`src/rtl/ex_muldiv.sv`:
```
// EX/MEM pipeline register with an iterative RV32M multiply/divide unit.
// M-extension ops stall the front end and push bubbles into MEM until done.
module ex_muldiv #(
  parameter int XLEN = 32
) (
  input  logic            i_clk,
  input  logic            i_rst_n,
  input  logic            i_vld,
  input  logic [31:0]     i_inst,
  input  logic [4:0]      i_rs1_raddr,
  input  logic [4:0]      i_rs2_raddr,
  input  logic [XLEN-1:0] i_rs1_rdata,
  input  logic [XLEN-1:0] i_rs2_rdata,
  input  logic [XLEN-1:0] i_pc,
  input  logic [XLEN-1:0] i_nxt_pc,
  input  logic [XLEN-1:0] i_alu_res,
  input  logic            i_md_en,
  input  logic [2:0]      i_md_op,
  input  logic [2:0]      i_opsel,
  input  logic            i_mem_reg,
  input  logic [4:0]      i_rd_waddr,
  input  logic            i_rd_wen,
  output logic            o_stall,
  output logic            o_vld,
  output logic [31:0]     o_inst,
  output logic [4:0]      o_rs1_raddr,
  output logic [4:0]      o_rs2_raddr,
  output logic [XLEN-1:0] o_rs1_rdata,
  output logic [XLEN-1:0] o_rs2_rdata,
  output logic [XLEN-1:0] o_pc,
  output logic [XLEN-1:0] o_nxt_pc,
  output logic [2:0]      o_opsel,
  output logic [XLEN-1:0] o_dmem_addr,
  output logic [XLEN-1:0] o_dmem_wdata,
  output logic            o_mem_reg,
  output logic [XLEN-1:0] o_res,
  output logic [4:0]      o_rd_waddr,
  output logic            o_rd_wen
);

  typedef enum logic [1:0] {IDLE, MUL, DIV, DONE} state_t;

  state_t          state, state_nxt;
  logic            stall;
  logic [XLEN-1:0] res_nxt;

  logic [2:0]      op_q;
  logic [XLEN-1:0] mul_a, mul_b;
  logic [XLEN-1:0] quo, rem, dvs;
  logic            neg_q, neg_r;
  logic [4:0]      cnt;

  logic            md_start, is_div, signed_div, div_zero, div_ovf;
  logic [XLEN-1:0] abs_a, abs_b;

  assign md_start   = i_vld & i_md_en;
  assign is_div     = i_md_op[2];
  assign signed_div = ~i_md_op[0];
  assign div_zero   = (i_rs2_rdata == '0);
  assign div_ovf    = signed_div && (i_rs1_rdata == 32'h8000_0000) && (i_rs2_rdata == 32'hFFFF_FFFF);
  assign abs_a      = (signed_div & i_rs1_rdata[XLEN-1]) ? -i_rs1_rdata : i_rs1_rdata;
  assign abs_b      = (signed_div & i_rs2_rdata[XLEN-1]) ? -i_rs2_rdata : i_rs2_rdata;

  // A 64-bit product of sign/zero-extended operands is exact modulo 2^64
  logic            a_sgn, b_sgn;
  logic [2*XLEN-1:0] mul_a64, mul_b64, prod;
  logic [XLEN-1:0] mul_res;

  assign a_sgn   = (op_q == 3'b001) || (op_q == 3'b010);
  assign b_sgn   = (op_q == 3'b001);
  assign mul_a64 = {{XLEN{a_sgn & mul_a[XLEN-1]}}, mul_a};
  assign mul_b64 = {{XLEN{b_sgn & mul_b[XLEN-1]}}, mul_b};
  assign prod    = mul_a64 * mul_b64;
  assign mul_res = (op_q[1:0] == 2'b00) ? prod[XLEN-1:0] : prod[2*XLEN-1:XLEN];

  logic [XLEN:0]   shifted, diff;
  logic [XLEN-1:0] q_fix, r_fix, div_res;

  assign shifted = {rem, quo[XLEN-1]};
  assign diff    = shifted - {1'b0, dvs};
  assign q_fix   = neg_q ? -quo : quo;
  assign r_fix   = neg_r ? -rem : rem;
  assign div_res = op_q[1] ? r_fix : q_fix;

  always_comb begin
    state_nxt = state;
    stall     = 1'b0;
    res_nxt   = i_alu_res;
    case (state)
      IDLE: begin
        if (md_start) begin
          stall = 1'b1;
          if (!is_div)                state_nxt = MUL;
          else if (div_zero | div_ovf) state_nxt = DONE;
          else                        state_nxt = DIV;
        end
      end
      MUL: begin
        res_nxt   = mul_res;
        state_nxt = IDLE;
      end
      DIV: begin
        stall = 1'b1;
        if (cnt == 5'd31) state_nxt = DONE;
      end
      DONE: begin
        res_nxt   = div_res;
        state_nxt = IDLE;
      end
      default: state_nxt = IDLE;
    endcase
  end

  assign o_stall = stall & i_rst_n;

  always_ff @(posedge i_clk or negedge i_rst_n) begin
    if (!i_rst_n) state <= IDLE;
    else          state <= state_nxt;
  end

  // Special-case divides preload the final quotient/remainder and skip DIV
  always_ff @(posedge i_clk or negedge i_rst_n) begin
    if (!i_rst_n) begin
      op_q  <= '0;
      mul_a <= '0;
      mul_b <= '0;
      quo   <= '0;
      rem   <= '0;
      dvs   <= '0;
      neg_q <= 1'b0;
      neg_r <= 1'b0;
      cnt   <= '0;
    end else begin
      case (state)
        IDLE: begin
          if (md_start) begin
            op_q  <= i_md_op;
            mul_a <= i_rs1_rdata;
            mul_b <= i_rs2_rdata;
            dvs   <= abs_b;
            cnt   <= '0;
            if (div_zero) begin
              quo   <= '1;
              rem   <= i_rs1_rdata;
              neg_q <= 1'b0;
              neg_r <= 1'b0;
            end else if (div_ovf) begin
              quo   <= 32'h8000_0000;
              rem   <= '0;
              neg_q <= 1'b0;
              neg_r <= 1'b0;
            end else begin
              quo   <= abs_a;
              rem   <= '0;
              neg_q <= signed_div & (i_rs1_rdata[XLEN-1] ^ i_rs2_rdata[XLEN-1]);
              neg_r <= signed_div & i_rs1_rdata[XLEN-1];
            end
          end
        end
        DIV: begin
          cnt <= cnt + 5'd1;
          if (!diff[XLEN]) begin
            rem <= diff[XLEN-1:0];
            quo <= {quo[XLEN-2:0], 1'b1};
          end else begin
            rem <= shifted[XLEN-1:0];
            quo <= {quo[XLEN-2:0], 1'b0};
          end
        end
        default: ;
      endcase
    end
  end

  // Stall cycles still load the data fields but can never write or validate
  always_ff @(posedge i_clk or negedge i_rst_n) begin
    if (!i_rst_n) begin
      o_vld        <= 1'b0;
      o_inst       <= '0;
      o_rs1_raddr  <= '0;
      o_rs2_raddr  <= '0;
      o_rs1_rdata  <= '0;
      o_rs2_rdata  <= '0;
      o_pc         <= '0;
      o_nxt_pc     <= '0;
      o_opsel      <= '0;
      o_dmem_addr  <= '0;
      o_dmem_wdata <= '0;
      o_mem_reg    <= 1'b0;
      o_res        <= '0;
      o_rd_waddr   <= '0;
      o_rd_wen     <= 1'b0;
    end else begin
      o_vld        <= i_vld & ~stall;
      o_inst       <= i_inst;
      o_rs1_raddr  <= i_rs1_raddr;
      o_rs2_raddr  <= i_rs2_raddr;
      o_rs1_rdata  <= i_rs1_rdata;
      o_rs2_rdata  <= i_rs2_rdata;
      o_pc         <= i_pc;
      o_nxt_pc     <= i_nxt_pc;
      o_opsel      <= i_opsel;
      o_dmem_addr  <= i_alu_res;
      o_dmem_wdata <= i_rs2_rdata;
      o_mem_reg    <= i_mem_reg & ~stall;
      o_res        <= res_nxt;
      o_rd_waddr   <= i_rd_waddr;
      o_rd_wen     <= i_rd_wen & ~stall;
    end
  end

endmodule

```
`config.mk`:
```
export PLATFORM = sky130hd
export DESIGN_NAME = ex_muldiv
export DESIGN_NICKNAME = d
export VERILOG_FILES = /design/src/rtl/ex_muldiv.sv
export SDC_FILE = /design/constraint.sdc
export NUM_CORES = 2
export LEC_CHECK = 0
export ABC_AREA = 1
export BUFFER_PORTS_ARGS = -buffer_cell sky130_fd_sc_hd__buf_2
export CORE_ASPECT_RATIO = 1.25
export CORE_MARGIN = 8
export CORE_UTILIZATION = 35
export CTS_BUF_LIST = sky130_fd_sc_hd__clkbuf_4 sky130_fd_sc_hd__clkbuf_8 sky130_fd_sc_hd__clkbuf_16
export DETAILED_ROUTE_END_ITERATION = 6
export SKIP_LAST_GASP = 1
export SYNTH_ARGS = -nofsm -noshare
export SYNTH_HDL_FRONTEND = slang
export SYNTH_SLANG_ARGS = --single-unit
```
`constraint.sdc`:
```
create_clock -name i_clk -period 10.5 [get_ports i_clk]
set_input_delay 0.525 -clock i_clk [delete_from_list [all_inputs] [get_ports i_clk]]
set_output_delay 0.525 -clock i_clk [all_outputs]
set_load 0.03 [all_outputs]
```
Word level (Yosys, flattened, before mapping). Cells that the tools add are included.

Register bits: 417. Bits in latches: 0. RAM bits: 0. Memory bits (read-only): 0. Bits of input ports: 219. Output and inout bits: 278. Logic and storage cells: 95. Memories: 0.

$add $sub $neg: 6. Multiply operators: 1. Div/mod/pow operators: 0. Order comparisons: 0. Eq/ne operators: 10. Shifts and indexed selects: 0. Muxes and demuxes: 29. Bitwise operators: 14. Reductions and logical operators: 11.

Operators with widths (number): $mux 32 (12); $pmux 32 s2 (3); $neg 32->32 (4); $eq 32x32->1 const B (2); $mul 33x33->64 (1); $sub 33x32->33 (1); $logic_not 32->1 (1); $and 1x1->1 (10); $pmux 5 s2 (1); $mux 1 (7); $mux 2 (3); $pmux 2 s3 (1); $reduce_and 2->1 (3); $add 5x1->5 const B (1); $eq 5x5->1 const B (1); $mux 5 (1); $eq 2x2->1 const B (2); $logic_not 2->1 (2); $ne 2x2->1 const B (2); $eq 3x1->1 const B (1); $eq 3x2->1 const B (1); $eq 2x1->1 const B (1); $logic_and 1x1->1 (2); $not 1->1 (2); 6 further kinds (6).

Depth between registers and ports, before layout.
Word-level depth: 8. Mapped depth: 36. Gate-level depth less buffers: 34.

Worst setup path before layout. Ideal clock, no wire load.

Path kind: register to register. From: reg op_q[1]. To: reg o_res[22]. Setup time: 116 ps. Data arrival time: 7762 ps. Data required time: 10384 ps. Path slack: 2621 ps. Cell stages (with the launch flop): 34. Buffers on the path: 2. Period minus slack after synthesis: 7879 ps. Cell sequence: dfrtp_1 buf_2 inv_2 nand3_2 nand2_1 nand2_1 clkbuf_1 nor2_1 inv_1 fa_1 fa_1 inv_1 fa_1 inv_1 fa_1 inv_1 fa_1 fa_1 fa_1 inv_1 fa_1 inv_1 ha_1 nand2_1 nor2_1 inv_1 nor2_1 inv_1 nor4_1 o21ai_0 nand4_1 nand3_1 nand2_1 nand2_1.

Longest elaborated chain between the ends: 6. Elaborated cells on any way between the ends: 10. Those cells by class: mul (1); eq/ne (2); mux (3); bitwise (2); reduce/logical (2).

RTL lines: from (decl) (line 47) `logic [2:0] op_q;`; from (signal assigned) (line 137) `op_q <= i_md_op;`; $eq 3x1->1 or $eq 3x2->1 (tied branches) (line 69, 70); $logic_or 1x1->1 (line 69) `assign a_sgn = (op_q == 3'b001) || (op_q == 3'b010);`; $and 1x1->1 (line 71) `assign mul_a64 = {{XLEN{a_sgn & mul_a[XLEN-1]}}, mul_a};`; $mul 33x33->64 (line 73) `assign prod = mul_a64 * mul_b64;`; $mux 32 (line 74) `assign mul_res = (op_q[1:0] == 2'b00) ? prod[XLEN-1:0] : prod[2*XLEN-1:XLEN];`; $pmux 32 s2 * (line 89) `case (state)`; net res_nxt[22] (line 45) `logic [XLEN-1:0] res_nxt;`; to (signal assigned) (line 206) `o_res <= res_nxt;`; to (decl) (line 36) `output logic [XLEN-1:0] o_res,`.

The timed path passes the listed nets; every way through them passes the cells marked *. A chain may end at the register's enable or synchronous reset.

Worst setup path in the final report.
From: reg op_q[2]. To: reg o_res[29].

Longest elaborated chain between the ends: 6. Elaborated cells on any way between the ends: 8. Those cells by class: mul (1); eq/ne (2); mux (2); bitwise (2); reduce/logical (1).

RTL lines (line): $eq 3x1->1 or $eq 3x2->1 (tied branches) (69, 70); $logic_or 1x1->1 (69); $and 1x1->1 (71); $mul 33x33->64 * (73); $mux 32 * (74); $pmux 32 s2 * (89); net res_nxt[29] (45).

Marked as above.

==> out/metrics.cfg <==
[placement]
hpwl_um = 199200
place_congestion = 1.000
dp_slack_ps = 1104
io_buffer_count = 496
dp_cells = 10204

[sta]
skew_ps = 24.78
layout_worst_path_cycle_share_pct = 89.72
setup_tns_ps = 0
maxSlewViolCount = 0
layout_setup_ws_ps = 1079
rsz0062_at_grt = no
setup_viol_count_final = 0
worst_slew_pin_slew_ps = 1248
clock.fmax_ghz = 0.1061
hold_viol_final = 0
relative_slew_slack_pct = 16.79
min_period_ps = 9421

[route]
detail_route_met2_wl_um = 113900
route.met3.wl_um = 17400
drc = 2
postRouteWirelength_um = 239200
highest_routed_metal_layer = met5
vias_per_std_cell = 5.129
detailedRoute.firstIterationViolations = 4207
met1Wirelength_um = 94540
final_antenna_net_count = 0
overall_via_count_from_detail_route = 53259
firstDrtPassIters = 7
avgRoutedWirePerCell_um = 23.04

[global_routing]
grt_pass1_vias = 57438
grt.total_usage_pct = 25.47
grt_pass1_wl_um = 361600
antenna_violations_before_repair = 11
grt_overflow = 0
grt_start_max_net_pins = 164

[yosys]
yosysSeqAreaShare_pct = 17.08
netlist_top_cells_count = nand2_1 (1,990), inv_1 (1,945), fa_1 (1,126)
synth_edf_count = 0
number_of_warnings_issued_by_yosys = 0
netlist.top_cell.by_area = fa_1
synth.top_cells.by_area = fa_1 (37%), dfrtp_1 (17%), nand2_1 (12%)
synth.net_count = 9345
synth_most_common_cell = nand2_1
synth_seq_cells = 416
async_flop_share_pct = 100.0
syn-cell-area_um2 = 60950
synth_instances = 7749
synth.top_cell.area_share_pct = 36.98
ys.flop_type = dfrtp_1
ys_types = 56
post_synth.cell_area_avg_um2 = 7.865

[floorplan]
fp.dieArea_um2 = 187800
fp-row-count = 171
floorplan.core_area_um2 = 173300
width_of_the_die_um = 389.2
initial_cell_density_of_the_core_pct = 35.17
boundaryPins = 497
die_height_um = 482.6

[setup_path]
timing.critical_path.slowest_stage_cell = fa_1
start_kind = flop
timing_worst_setup_path_type = flop to flop
crit_required_ps = 11000
critPathCaptureType = flop
critPathMostFrequentCell = inv_1
arrival_worst_endpoint_ps = 9920
critical_path.max_stage_delay_ps = 800
critPathMaxFanout = 13

[clocking]
clk_pin_slew_ps = 70
htreeDepth = 2
tritoncts = yes
cell_at_the_root_of_the_clock_tree = clkbuf_16
cts-resized-gates = 0
clkSinkCount = 416
clk_latency_ps = 610
tritoncts.num_buffers = 45
clockBufferDepth = 3

[cells_and_area]
post_route_cells_drive_above_1_share_pct = 9.198
area_delta_synth_final_pct = 11.56
layout.nets = 9695
layoutNonFillerInstCount = 10383

[job]
cap_viol_max_count = 0

[hold_path]
hold_path.class = primary input to flop

[status]
status = finished, violations left
violations = DRC

metal layers:
layer | GRT usage, % | vias to the layer above
met5 | 0 | -
met4 | 11.77 | 4
met3 | 4.445 | 525
met2 | 43.04 | 2211
met1 | 31.82 | 27149
li1 | - | 23370
per-stage QoR:
stage	instance area, um2	util (%)	hold WS, ps
CTS	67990	39.23	0.5183
detailed placement	65440	37.76	469.5
global route	68000	39.23	11.35
finish	68000	39.23	30.54
floorplan	60950	-	229.4
global placement	65440	37.76	455.1
area by class of cell:
type | count | area [um2]
antenna | 2 | 5.005
clock buffer | 57 | 1247
clock inverter | 23 | 332.8
fill | 17908 | 105300
inverter | 1956 | 7343
multi-input combinational | 4991 | 41600
sequential | 416 | 10420
tap | 2249 | 2814
timing repair buffer | 689 | 4234
final timing paths:
check / depth (start not counted) / startpoint / slack [ps] / to
min in group asynchronous: 2 / i_rst_n / 460 / o_nxt_pc[7]
max reg2reg: 31 / op_q[2] / 1080 / o_res[29]
min: 1 / i_nxt_pc[29] / 30 / o_nxt_pc[29]
max: 31 / op_q[2] / 1080 / o_res[29]
min reg2reg: 1 / cnt[3] / 480 / cnt[3]
max in group asynchronous: 4 / i_rst_n / 7720 / o_res[8]
kinds of logic after synthesis:
logic type	synth area share [%]
simple gates	19.55
fa+ha+maj	42.14
flops	17.08
compound gates	5.752
buf+inv	14.73
xor+xnor	0.7473
what timing repair did:
| item | in CTS | in global routing |
|---|---|---|
| setup endpoints to repair | 0 | 0 |
| buffers inserted | 0 | 0 |
| endpoints found under the hold margin | 168 | 0 |
| hold buffers | 97 | 0 |
cell usage in the layout, fill, tap and decap left out, types with 10 or more instances in the layout:
master / count
nand2_1: 1990
inv_1: 1944
fa_1: 1126
buf_2: 495
dfrtp_1: 406
nor2_1: 392
nand3_1: 365
o21ai_0: 269
ha_1: 251
a21oi_1: 221
dlygate4sd3_1: 97
buf_4: 92
nand4_1: 63
nor3_1: 46
clkbuf_16: 45
xor2_1: 33
o211ai_1: 20
o221ai_1: 19
xnor2_1: 19
o21ai_1: 16
nor4_1: 14
o21a_1: 14
o21bai_1: 13
or2_2: 12
nand2_2: 12
a31oi_1: 12
o22ai_1: 11
dfrtp_2: 10
worst max-delay path, delay by kind of cell, from the launching register on:
family        cells  cell delay (ps)
fa+ha+maj         9             5060
buf+inv           9             1460
flops             1              400
simple gates     13             2390
Power is left out: the tool's default activity adds up to more than one toggle a clock period on the data nets, which glitch-free logic cannot reach.
